### config.mk
export PLATFORM = sky130hd
export DESIGN_NAME = fdct_8x8_block
export DESIGN_NICKNAME = d
export VERILOG_FILES = /design/src/rtl/fdct_8x8_block.sv
export SDC_FILE = /design/constraint.sdc
export NUM_CORES = 2
export LEC_CHECK = 0
export BUFFER_PORTS_ARGS = -buffer_cell sky130_fd_sc_hd__buf_2
export CORE_UTILIZATION = 40
export CTS_BUF_LIST = sky130_fd_sc_hd__clkbuf_8
export CTS_CLUSTER_DIAMETER = 30
export DETAILED_ROUTE_END_ITERATION = 7
export GPL_ROUTABILITY_DRIVEN = 0
export PLACE_DENSITY = 0.59
export SKIP_CTS_REPAIR_TIMING = 1
export SYNTH_ARGS = -nofsm -noshare
export SYNTH_HDL_FRONTEND = slang
export SYNTH_SLANG_ARGS = --single-unit
### constraint.sdc
create_clock -name CLOCK_50_I -period 17 [get_ports CLOCK_50_I]
set_clock_uncertainty 0.05 [all_clocks]
set_input_delay 1.7 -clock CLOCK_50_I [delete_from_list [all_inputs] [get_ports CLOCK_50_I]]
set_output_delay 1.7 -clock CLOCK_50_I [all_outputs]
set_load 0.01 [all_outputs]
### src/rtl/fdct_8x8_block.sv
// Forward 8x8 DCT: fetches a packed 8-bit sample block from SRAM, computes C*S*C^T
// with one shared MAC in two passes and writes 64 saturated 16-bit coefficients back.
`timescale 1ns/1ps
module fdct_8x8_block #(
   parameter int unsigned ROW_STRIDE = 160,
   parameter int unsigned SRAM_LAT   = 2
) (
   input  logic        CLOCK_50_I,
   input  logic        resetn,
   input  logic        start,
   input  logic [17:0] src_base,
   input  logic [17:0] dst_base,
   input  logic [15:0] SRAM_read_data,
   output logic [17:0] SRAM_address,
   output logic [15:0] SRAM_write_data,
   output logic        SRAM_we_n,
   output logic        busy,
   output logic        done
);

   typedef enum logic [2:0] {S_IDLE, S_FETCH, S_PASS1, S_PASS2, S_DONE} state_t;

   localparam logic [9:0] FETCH_LAST = 10'(31 + SRAM_LAT);

   state_t             state;
   logic [17:0]        src_q, dst_q;
   logic [9:0]         cnt;
   logic               last_wr;
   logic [7:0]         s_mem [64];
   logic signed [31:0] t_mem [64];
   logic signed [47:0] acc;

   logic [9:0]         cnt_nx;
   logic [4:0]         cap;
   logic [2:0]         a_hi, a_mid, a_lo;
   logic [17:0]        rd_addr;
   logic signed [15:0] coef;
   logic signed [47:0] prod, sum, p2_shr;
   logic signed [15:0] sat;

   // Q12 cosine ROM; truncated magnitudes keep every row k>=1 summing to zero
   function automatic logic signed [15:0] crom(input logic [2:0] k, input logic [2:0] j);
      logic [4:0]         m, f;
      logic signed [15:0] v;
      m = 5'({1'b0, j, 1'b1} * {2'b0, k});
      f = (m > 5'd16) ? 5'(6'd32 - {1'b0, m}) : m;
      case (f)
         5'd1:    v =  16'sd2008;
         5'd2:    v =  16'sd1892;
         5'd3:    v =  16'sd1702;
         5'd4:    v =  16'sd1448;
         5'd5:    v =  16'sd1137;
         5'd6:    v =  16'sd783;
         5'd7:    v =  16'sd399;
         5'd9:    v = -16'sd399;
         5'd10:   v = -16'sd783;
         5'd11:   v = -16'sd1137;
         5'd12:   v = -16'sd1448;
         5'd13:   v = -16'sd1702;
         5'd14:   v = -16'sd1892;
         5'd15:   v = -16'sd2008;
         5'd16:   v = -16'sd2048;
         default: v =  16'sd0;
      endcase
      if (k == 3'd0) v = 16'sd1448;
      return v;
   endfunction

   // cnt fields: PASS1 = {i,k,j}, PASS2 = {k,l,i}
   always_comb begin
      cnt_nx  = cnt + 10'd1;
      cap     = 5'(cnt - 10'(SRAM_LAT));
      a_hi    = cnt[8:6];
      a_mid   = cnt[5:3];
      a_lo    = cnt[2:0];
      rd_addr = src_q + 18'(cnt_nx[4:2]) * 18'(ROW_STRIDE) + 18'(cnt_nx[1:0]);
      if (state == S_PASS2) begin
         coef = crom(a_hi, a_lo);
         prod = 48'(coef) * 48'(t_mem[{a_lo, a_mid}]);
      end else begin
         coef = crom(a_mid, a_lo);
         prod = 48'(coef) * 48'($signed({1'b0, s_mem[{a_hi, a_lo}]}));
      end
      sum    = acc + prod;
      p2_shr = sum >>> 16;
      if (p2_shr > 48'sd32767)
         sat = 16'sh7FFF;
      else if (p2_shr < -48'sd32768)
         sat = 16'sh8000;
      else
         sat = p2_shr[15:0];
   end

   always_ff @(posedge CLOCK_50_I) begin
      if (!resetn) begin
         state           <= S_IDLE;
         SRAM_we_n       <= 1'b1;
         SRAM_address    <= '0;
         SRAM_write_data <= '0;
         busy            <= 1'b0;
         done            <= 1'b0;
         cnt             <= '0;
         acc             <= '0;
         last_wr         <= 1'b0;
         src_q           <= '0;
         dst_q           <= '0;
      end else begin
         SRAM_we_n <= 1'b1;
         done      <= 1'b0;
         case (state)
            S_IDLE: begin
               if (start) begin
                  src_q        <= src_base;
                  dst_q        <= dst_base;
                  SRAM_address <= src_base;
                  cnt          <= '0;
                  last_wr      <= 1'b0;
                  busy         <= 1'b1;
                  state        <= S_FETCH;
               end
            end
            S_FETCH: begin
               if (cnt_nx < 10'd32) SRAM_address <= rd_addr;
               if (cnt >= 10'(SRAM_LAT)) begin
                  s_mem[{cap, 1'b0}] <= SRAM_read_data[15:8];
                  s_mem[{cap, 1'b1}] <= SRAM_read_data[7:0];
               end
               if (cnt == FETCH_LAST) begin
                  cnt   <= '0;
                  acc   <= '0;
                  state <= S_PASS1;
               end else begin
                  cnt <= cnt_nx;
               end
            end
            S_PASS1: begin
               if (a_lo == 3'd7) begin
                  t_mem[{a_hi, a_mid}] <= 32'(sum >>> 8);
                  acc                  <= '0;
               end else begin
                  acc <= sum;
               end
               if (cnt == 10'd511) begin
                  cnt   <= '0;
                  state <= S_PASS2;
               end else begin
                  cnt <= cnt_nx;
               end
            end
            S_PASS2: begin
               // one extra cycle so the final write is on the bus before DONE
               if (last_wr) begin
                  busy  <= 1'b0;
                  done  <= 1'b1;
                  state <= S_DONE;
               end else begin
                  if (a_lo == 3'd7) begin
                     SRAM_we_n       <= 1'b0;
                     SRAM_address    <= dst_q + 18'({a_hi, a_mid});
                     SRAM_write_data <= sat;
                     acc             <= '0;
                  end else begin
                     acc <= sum;
                  end
                  if (cnt == 10'd511) last_wr <= 1'b1;
                  cnt <= cnt_nx;
               end
            end
            S_DONE:  state <= S_IDLE;
            default: state <= S_IDLE;
         endcase
      end
   end

endmodule

==> results.sh <==
export IMPL_status="completed"
export IMPL_netlist_instances=7722
export IMPL_synth_nets=8595
export IMPL_ctsHtreeMaxLevel=6
export IMPL_dp_cells=12000
export IMPL_stdcell_count=13000
export IMPL_antenna_left=0
export IMPL_p_per_area_nw_per_um2=106
export IMPL_fp_coreArea_um2=321000
export IMPL_synth_ff_type="edfxtp_1"
export IMPL_finalPower_mw=15.7
export IMPL_finalSetupViolations=0
export IMPL_cts_tree="yes"
export IMPL_antenna_found_initial=13
export IMPL_grt_pass1_wl_mm=522
export IMPL_hold_start="src_q[6]"
export IMPL_ys_warn_count=0
export IMPL_initial_core_util=0.402
export IMPL_drt_iter0_drc=7388
export IMPL_fin_crit_ns=15.81
export IMPL_die_area_um2=325000
export IMPL_crit_slowest_cell="a311oi_4"
export IMPL_grt_overflow_total=0
export IMPL_synth_top_area_share=0.595
export IMPL_peakVddDrop_mv=0.0859
export IMPL_drt_total_wl_mm=359
export IMPL_r2r_start="cnt[8]"
export IMPL_viasPerCell=5.56
export IMPL_cts_clk_slew_worst_paths_ns=0.05
export IMPL_critPathCapture="SRAM_write_data[2]"
export IMPL_grt_pass1_vias=75600
export IMPL_min_path_type="reg2reg"
export IMPL_seq_area_frac_synth=0.617
export IMPL_slew_headroom=0.153
export IMPL_netSwitchingPower_mw=3.93
export IMPL_groute_usage_overall=0.221
export IMPL_clock_latency_ns=1.17
export IMPL_grt_max_degree=132
export IMPL_nets=9118
export IMPL_crit_type="reg2reg"
export IMPL_die_w_um=571
export IMPL_ys_types=99
export IMPL_fmax_mhz=63.3
export IMPL_cpPeakStageDelay_ns=0.83
export IMPL_tightest_slew_ns=1.27
export IMPL_first_pass_iters=5
export IMPL_drive_above_1_share=0.249
export IMPL_leakagePower_nw=51.9
export IMPL_grt_setup_unrepaired="no"
export IMPL_reg2reg_depth=48
export IMPL_fin_crit_sh=0.930
export IMPL_synth_seq_cells=2704
export IMPL_combPwrFrac=0.089
export IMPL_tns_ns=0
export IMPL_rows=208
export IMPL_swShare=0.250
export IMPL_path_common_cell="fa_1"
export IMPL_crit_path_end_kind="flip-flop"
export IMPL_synth_largest_area_cell="edfxtp_1"
export IMPL_port_buffers=91
export IMPL_cts_root_buf="clkbuf_8"
export IMPL_synth_edff_count=2560
export IMPL_synthTopCellsByCount="edfxtp_1 (2,560), mux4_2 (806), inv_1 (759)"
export IMPL_fillCellCount=27700
export IMPL_dp_hpwl_mm=221
export IMPL_critPathMaxFanout=67
export IMPL_cts_buffer_depth=4
export IMPL_startpoint_type="flip-flop"
export IMPL_p_int_mw=11.8
export IMPL_p_seq_frac=0.483
export IMPL_worstSetupStartpoint="cnt[8]"
export IMPL_drv_cap=0
export IMPL_avgSynthCellArea_um2=16.7
export IMPL_synth_area_top_cells="edfxtp_1 (59%), mux4_2 (14%), fa_1 (8.8%), ha_1 (2.4%), dfxtp_1 (2.2%)"
export IMPL_synth_most_common_cell="edfxtp_1"
export IMPL_io_pins=92
export IMPL_num_vias=72200
export IMPL_route_detailed_drc=0
export IMPL_synthArstFlopShare=0
export IMPL_wl_per_cell_um=27.7
export IMPL_arrival_ns=16.65
export IMPL_cts_buffers=542
export IMPL_slew_violations=0
export IMPL_hold_violations=0
export IMPL_syn_area_um2=129000
export IMPL_crit_required_ns=17.84
export IMPL_cts_sinks=2704
export IMPL_die_h_um=571
export IMPL_reg2reg_slack_ns=1.19
export IMPL_clock_power_share=0.428
export IMPL_regToRegEndpoint="SRAM_write_data[2]"
export IMPL_areaGrowthSynthToFinish_pct=14.2
-- flip-flops by register name (all words and copies together) (netlist names), 3 cells and up, named ones only --
register / flops
SRAM_address: 18
SRAM_write_data: 16
acc: 48
cnt: 10
dst_q: 18
s_mem: 512
src_q: 18
state: 3
t_mem: 2048
-- cell type report --
cell class                 instances  area [um2]  area share
tap                             4305        5390      0.0365
multi-input combinational       3902       46100       0.312
clock inverter                   405        3300      0.0223
antenna                            8        20.0    0.000136
inverter                         761        2860      0.0194
timing repair buffer             334        2450      0.0166
clock buffer                     563        7750      0.0525
sequential                      2704       79800       0.540
-- layer usage --
metal / global-route usage / part of all wire / up-vias / wire length, um
li1: - / - / 30200 / -
met1: 0.297 / 0.40 / 38400 / 145000
met2: 0.355 / 0.48 / 3048 / 171000
met4: 0.0804 / 0.037 / 2 / 13300
met5: 0 / 0.000036 / - / 13
met3: 0.0471 / 0.084 / 599 / 30000
-- power by group through the flow --
stage | combinational, mW | clock, mW | sequential, mW
6_report | 1.39 | 6.72 | 7.59
5_1_grt | 1.51 | 7.14 | 7.58
4_1_cts | 1.40 | 6.85 | 7.59
3_5_place_dp | 1.39 | 0 | 7.72
3_3_place_gp | 1.36 | 0 | 7.72
2_1_floorplan | 0.795 | 0 | 7.75
-- worst min path at each step --
stage,endpoint,slack (ns),depth (start not counted)
2_1_floorplan,dst_q[0],0.39,2
5_1_grt,src_q[10],0.44,2
3_3_place_gp,src_q[6],0.40,2
6_report,src_q[6],0.41,2
4_1_cts,src_q[6],0.41,2
3_5_place_dp,src_q[6],0.41,2
-- cell usage in the layout (no fill, tap or decap), types with 50 or more instances in the layout --
cell,Yosys,final
dfxtp_1,144,137
edfxtp_1,2560,2560
clkinv_1,1,89
mux4_2,806,806
nor3_1,62,50
a21oi_1,236,235
inv_1,759,852
nor2_4,0,52
fa_1,571,571
a22oi_1,54,54
o21ai_0,146,137
buf_2,67,91
nor2_1,536,476
xnor2_1,89,70
ha_1,247,247
buf_4,0,229
nand2_1,450,450
clkinv_2,0,87
nand3_1,54,53
clkbuf_8,0,563
clkinvlp_4,0,54
-- kinds of logic after synthesis --
group,Yosys count,synth area share
flops,2704,0.617
simple gates,1358,0.0467
buf+inv,1116,0.0332
mux,882,0.147
fa+ha+maj,818,0.112
compound gates,703,0.0346
xor+xnor,141,0.00976
-- worst max-delay path: cells and delay by family (launching register included) --
kind	cells	cell delay, ns
xor gates and xnor gates	4	0.93
DFF	1	0.58
AOI/OAI and AO/OA	16	4.85
buffers and inverters	7	0.79
adders and majority gates	11	4.95
and+or+nand+nor	10	3.37
-- stage by stage --
step | hold slack (ns) | util | area [um2] | setup WS [ns]
after floorplan | 0.391 | - | 129000 | 1.55
after global placement | 0.403 | 0.425 | 137000 | 1.93
after detailed placement | 0.405 | 0.425 | 137000 | 1.47
after CTS | 0.412 | 0.459 | 148000 | 1.39
after global routing | 0.436 | 0.459 | 148000 | 0.428
final | 0.411 | 0.459 | 148000 | 1.19
(Power assumes the default switching activity.)
